--- src/rtl/alu_z_drain_if.sv ---
// Handshake bundle between the ALU, the Z drain stage and the CPU bus.
// With ZFLAGS_EN defined the bundle also carries the z_zero / z_neg result flags.
interface alu_z_drain_if #(
    parameter int unsigned DW = 32
) ();
    logic [DW-1:0] alu_lo;
    logic [DW-1:0] alu_hi;
    logic          alu_wide;
    logic          alu_valid;
    logic          alu_ready;
    logic [DW-1:0] bus_data;
    logic          bus_valid;
    logic          bus_sel;
    logic          bus_ready;
    logic          busy;
`ifdef ZFLAGS_EN
    logic          z_zero;
    logic          z_neg;

    modport master (
        output alu_lo, alu_hi, alu_wide, alu_valid, bus_ready,
        input  alu_ready, bus_data, bus_valid, bus_sel, busy, z_zero, z_neg
    );
    modport slave (
        input  alu_lo, alu_hi, alu_wide, alu_valid, bus_ready,
        output alu_ready, bus_data, bus_valid, bus_sel, busy, z_zero, z_neg
    );
`else
    modport master (
        output alu_lo, alu_hi, alu_wide, alu_valid, bus_ready,
        input  alu_ready, bus_data, bus_valid, bus_sel, busy
    );
    modport slave (
        input  alu_lo, alu_hi, alu_wide, alu_valid, bus_ready,
        output alu_ready, bus_data, bus_valid, bus_sel, busy
    );
`endif
endinterface

--- src/rtl/alu_z_drain.sv ---
// Z result stage: captures one ALU result into ZHigh:ZLow and drains it as one or two bus beats.
// Optional ZFLAGS_EN adds registered zero/negative flags of the captured result.
module alu_z_drain #(
    parameter int unsigned DW     = 32,
    parameter bit          HI_SEL = 1'b1
) (
    input  logic         i_clock,
    input  logic         i_clear,
    alu_z_drain_if.slave z_if
);

    typedef enum logic [1:0] {StIdle, StLow, StHigh} state_e;

    state_e        r_state;
    state_e        w_state_d;
    logic [DW-1:0] r_zlo;
    logic [DW-1:0] r_zhi;
    logic          r_wide;
    logic          w_ready;
    logic          w_accept;

    // Ready also rises while the final beat completes so a new result can follow with no gap.
    always_comb begin
        w_ready   = 1'b0;
        w_state_d = r_state;
        unique case (r_state)
            StIdle: begin
                w_ready = 1'b1;
            end
            StLow: begin
                w_ready = ~r_wide & z_if.bus_ready;
            end
            StHigh: begin
                w_ready = z_if.bus_ready;
            end
            default: begin
                w_ready = 1'b0;
            end
        endcase
        w_accept = z_if.alu_valid & w_ready;

        unique case (r_state)
            StIdle: begin
                if (w_accept) w_state_d = StLow;
            end
            StLow: begin
                if (z_if.bus_ready) begin
                    if (r_wide)        w_state_d = StHigh;
                    else if (w_accept) w_state_d = StLow;
                    else               w_state_d = StIdle;
                end
            end
            StHigh: begin
                if (z_if.bus_ready) w_state_d = w_accept ? StLow : StIdle;
            end
            default: begin
                w_state_d = StIdle;
            end
        endcase
    end

    always_comb begin
        z_if.alu_ready = w_ready;
        z_if.bus_valid = (r_state != StIdle);
        z_if.busy      = (r_state != StIdle);
        z_if.bus_data  = '0;
        z_if.bus_sel   = 1'b0;
        if (r_state == StLow) begin
            z_if.bus_data = r_zlo;
            z_if.bus_sel  = ~HI_SEL;
        end else if (r_state == StHigh) begin
            z_if.bus_data = r_zhi;
            z_if.bus_sel  = HI_SEL;
        end
    end

    always_ff @(posedge i_clock or posedge i_clear) begin
        if (i_clear) begin
            r_state <= StIdle;
            r_zlo   <= '0;
            r_zhi   <= '0;
            r_wide  <= 1'b0;
        end else begin
            r_state <= w_state_d;
            if (w_accept) begin
                r_zlo  <= z_if.alu_lo;
                r_zhi  <= z_if.alu_wide ? z_if.alu_hi : '0;
                r_wide <= z_if.alu_wide;
            end
        end
    end

`ifdef ZFLAGS_EN
    logic r_zero;
    logic r_neg;

    always_ff @(posedge i_clock or posedge i_clear) begin
        if (i_clear) begin
            r_zero <= 1'b0;
            r_neg  <= 1'b0;
        end else if (w_accept) begin
            r_zero <= (z_if.alu_lo == '0) & (~z_if.alu_wide | (z_if.alu_hi == '0));
            r_neg  <= z_if.alu_wide ? z_if.alu_hi[DW-1] : z_if.alu_lo[DW-1];
        end
    end

    assign z_if.z_zero = r_zero;
    assign z_if.z_neg  = r_neg;
`endif

endmodule

--- src/flat_wrapper.sv ---
// flat-port wrapper written by rule: the top's interface ports become plain ports
module alu_z_drain_flat 
#(
    parameter int unsigned DW     = 32,
    parameter bit          HI_SEL = 1'b1
)
  (i_clock, i_clear, z_if_alu_lo, z_if_alu_hi, z_if_alu_wide, z_if_alu_valid, z_if_bus_ready, z_if_alu_ready, z_if_bus_data, z_if_bus_valid, z_if_bus_sel, z_if_busy);
  alu_z_drain_if #(.DW(DW)) z_if_i ();
  input  logic i_clock;
  input  logic i_clear;
  input wire logic [$bits(z_if_i.alu_lo)-1:0] z_if_alu_lo;
  input wire logic [$bits(z_if_i.alu_hi)-1:0] z_if_alu_hi;
  input wire logic [$bits(z_if_i.alu_wide)-1:0] z_if_alu_wide;
  input wire logic [$bits(z_if_i.alu_valid)-1:0] z_if_alu_valid;
  input wire logic [$bits(z_if_i.bus_ready)-1:0] z_if_bus_ready;
  output wire logic [$bits(z_if_i.alu_ready)-1:0] z_if_alu_ready;
  output wire logic [$bits(z_if_i.bus_data)-1:0] z_if_bus_data;
  output wire logic [$bits(z_if_i.bus_valid)-1:0] z_if_bus_valid;
  output wire logic [$bits(z_if_i.bus_sel)-1:0] z_if_bus_sel;
  output wire logic [$bits(z_if_i.busy)-1:0] z_if_busy;
  assign z_if_i.alu_lo = z_if_alu_lo;
  assign z_if_i.alu_hi = z_if_alu_hi;
  assign z_if_i.alu_wide = z_if_alu_wide;
  assign z_if_i.alu_valid = z_if_alu_valid;
  assign z_if_i.bus_ready = z_if_bus_ready;
  assign z_if_alu_ready = z_if_i.alu_ready;
  assign z_if_bus_data = z_if_i.bus_data;
  assign z_if_bus_valid = z_if_i.bus_valid;
  assign z_if_bus_sel = z_if_i.bus_sel;
  assign z_if_busy = z_if_i.busy;
  alu_z_drain #(.DW(DW), .HI_SEL(HI_SEL)) u_core (.i_clock(i_clock), .i_clear(i_clear), .z_if(z_if_i));
endmodule
--- config.mk ---
export PLATFORM = sky130hd
export DESIGN_NAME = alu_z_drain_flat
export DESIGN_NICKNAME = d
export VERILOG_FILES = /design/src/rtl/alu_z_drain_if.sv /design/src/rtl/alu_z_drain.sv /design/src/flat_wrapper.sv
export SDC_FILE = /design/constraint.sdc
export NUM_CORES = 1
export LEC_CHECK = 0
export CORE_ASPECT_RATIO = 1.1
export CORE_MARGIN = 3
export CORE_UTILIZATION = 40
export CTS_BUF_LIST = sky130_fd_sc_hd__clkbuf_4 sky130_fd_sc_hd__clkbuf_8
export DETAILED_ROUTE_END_ITERATION = 10
export MAX_ROUTING_LAYER = met4
export PLACE_DENSITY = 0.69
export REMOVE_ABC_BUFFERS = 1
export SYNTH_ARGS = -nofsm -noshare
export SYNTH_HDL_FRONTEND = slang
export SYNTH_SLANG_ARGS = --single-unit
--- constraint.sdc ---
create_clock -name i_clock -period 2.87 [get_ports i_clock]
set_clock_uncertainty 0.15 [all_clocks]
set_input_delay 0.574 -clock i_clock [delete_from_list [all_inputs] [get_ports i_clock]]
set_output_delay 0.574 -clock i_clock [all_outputs]
set_load 0.01 [all_outputs]
==> implementation parameters <==
Parameter                              Value

Pwr
  Part of the power in the clock network    15.5%
  Post-layout total power    4.62 mW
  Logic gate share of total power    48.0%
  VDD IR-drop max    409 uV
  Int Pwr    3.14 mW
  Switching component of the power    1.48 mW
  Power density normalized to cell area    1040 mW/mm2
  Fraction of power consumed by sequential logic    36.5%
  Switching power share of the total    32.1%
  Static leakage    2.08 nW

Clock network
  CTS H-Tree Depth    3
  # hold bufs at CTS    0
  Clock tree from TritonCTS    yes
  Clock transition time at the flip-flop clock pins of the worst setup and hold paths    70 ps
  Number of buffers created by CTS    9
  Cells resized by post-CTS repair    0
  Root buffer cell    clkbuf_8
  Sinks on Clock Net    67
  Clock latency reported for the late side of the worst-skew pair    330 ps
  Max clock buf depth    2
  Number of buffers inserted by post-CTS setup repair    0

Timing
  Tightest slew margin relative to the limit    64.4%
  Aggregate negative setup slack    0 ps
  Number of setup violations in the final report    0
  Setup repair after global routing missed its margin    no
  Minimum clock period    2740 ps
  Tcrit/Tclk final    95.3%
  Fmax    366 MHz
  Final-report max-slew violation count    0
  Number of endpoints with negative hold slack in the final report    0
  Slew @ Worst Pin    533 ps

Place
  Number of buffer cells added on primary ports    104
  Inst Count DP    462
  HPWL after DPL    4640 um
  Final RePlAce weighted congestion    0.729

Floorplanning
  Initial Util    41.4%
  Row cnt    33
  Die boundary height    98.5 um
  Core Region    0.00751 mm2
  Ports    105
  Die outline area    0.00887 mm2
  X dimension of the die    90.1 um

Layout
  Layout cell share with drive strength beyond 1    16.7%
  Diodes inserted    0
  Fin nets    437
  Relative area change from synthesis to final layout    42.9%
  Number of standard cells in the final layout excluding fillers    477

Logic synthesis
  Top area cells in the synthesized netlist    dfrtp_1 54%, mux2i_1 10%, mux2_2 9.4%
  Async S/R FF share, synth    100%
  Post-synth top flop    dfrtp_1
  Post-Synthesis Mean Instance Area    11.8 um2
  Fraction of post-synthesis cell area in the top cell type by area    53.9%
  Number of enable flip-flop cells after synthesis    0
  Leading post-synthesis cells by instance count    67 x dfrtp_1, 35 x inv_1, 34 x nand2_1
  Total number of yosys warnings    0
  Netlist area before placement    0.00311 mm2
  Post-Synthesis Cells    264
  Most common cell in the synthesized netlist    dfrtp_1
  Cell type with the highest aggregate area in the netlist    dfrtp_1
  Sequential element share of the synthesized area    53.9%
  Count of distinct cell types in the synthesized netlist    17
  Number of register bits inferred by synthesis    67

Setup path
  Critical path endpoint category    primary output
  Cells along the critical path    nor2b_2, buf_4, a22o_1, clkdlybuf4s50_1
  Crit path largest cell delay    530 ps
  CP Max Fanout    21
  Type of the worst setup path    register to primary output
  Arrival time reported for the critical path endpoint    2010 ps
  Slowest stage cell, crit path    clkdlybuf4s50_1
  Required arrival time at the worst endpoint    2150 ps
  Critical Path Start Type    register

Run
  Maxcap violations    0

GRT
  Vias in the first global route    2347
  Wire length of the first global-routing pass    11300 um
  Antenna violations before repair    0
  Largest net degree at the start of global routing    37
  Congestion Overflow GR    0
  GRT Resource Usage Total    16.4%

Drt
  Vias per cell    4.74
  Post-detailed-route wirelength per cell    14.3 um
  DRT Wirelength    6810 um
  Violation count after the first detailed-route iteration    90
  Number of antenna-violating nets in the routed design    0
  DRC violations left    0
  DR vias    2263
  1st-pass router iterations    4

Status
  Outcome    complete, no violations

Min path
  Path class of the lowest-slack min-delay path    input port to async pin
[placed cells by master, fill, tap and decap left out, types with 3 or more instances in the layout]
cell and n:
clkdlybuf4s50_1 104, dfrtp_1 67, inv_1 34, nand2_1 34, mux2i_1 32, a22o_1 32
mux2_2 26, clkbuf_8 12, buf_4 8, mux2_4 7, nand2b_1 3
[logic make-up after synthesis]
kind of cell	share of synthesized area (%)
AO/OA/AOI/OAI	9.85
buffers and inverters	7.68
flip-flops	53.9
multiplexers	23.1
AND/OR/NAND/NOR	5.51
[sequential cells by signal, summed over array words and instances, names as in the netlist]
register and count:
u_core.r_zhi 32, u_core.r_zlo 32, u_core.r_state 2, u_core.r_wide 1
[layout make-up]
| cell class | instances | area, um2 |
|---|---|---|
| clock buffer | 13 | 173 |
| clock inverter | 2 | 10.0 |
| fill | 669 | 3070 |
| inverter | 35 | 131 |
| multi-input combinational | 142 | 1200 |
| sequential | 67 | 1680 |
| tap | 105 | 131 |
| timing repair buffer | 113 | 1120 |
[through the flow]
step | setup WS, ps | instance area (um2) | utilization (%) | hold slack, ps
2_1_floorplan | -638 | 3000 | - | 330
3_3_place_gp | 282 | 4260 | 56.7 | 337
3_5_place_dp | 261 | 4260 | 56.7 | 344
4_1_cts | 97.4 | 4450 | 59.2 | 330
5_1_grt | 19.2 | 4450 | 59.2 | 348
6_report | 135 | 4450 | 59.2 | 339
[layer usage]
layer	wire (um)	global-route usage [%]	vias up
met2	3130	24.9	76
met3	362	3.82	16
met4	165	7.89	0
met1	3150	20.8	1082
li1	-	-	1089
met5	0	-	-
[path summary, 6_finish.rpt]
| check | startpoint | end | slack, ps | depth (start not counted) |
|---|---|---|---|---|
| max | u_core.r_state[1] | z_if_bus_data[25] | 130 | 4 |
| min | i_clear | u_core.r_zhi[16] | 340 | 2 |
| max reg2reg | u_core.r_state[1] | u_core.r_zlo[26] | 930 | 4 |
| min reg2reg | u_core.r_zlo[28] | u_core.r_zlo[28] | 360 | 1 |
| max in group asynchronous | i_clear | u_core.r_zhi[8] | 1640 | 3 |
| min in group i_clock | u_core.r_zlo[28] | u_core.r_zlo[28] | 360 | 1 |
[critical path: cells and delay by family (launching register included)]
| family | cells | cell delay (ps) |
|---|---|---|
| and+or+nand+nor | 1 | 200 |
| AOI/OAI and AO/OA | 1 | 190 |
| buffers and inverters | 2 | 820 |
| DFF | 1 | 450 |
[power by group through the flow]
stage	logic (mW)	clock network (mW)	registers, mW
5_1_grt	2.39	0.774	1.74
6_report	2.22	0.718	1.69
4_1_cts	2.25	0.745	1.68
2_1_floorplan	1.37	0	1.63
3_3_place_gp	2.22	0	1.68
3_5_place_dp	2.24	0	1.70
No activity file was read; power rests on OpenSTA's default activity.
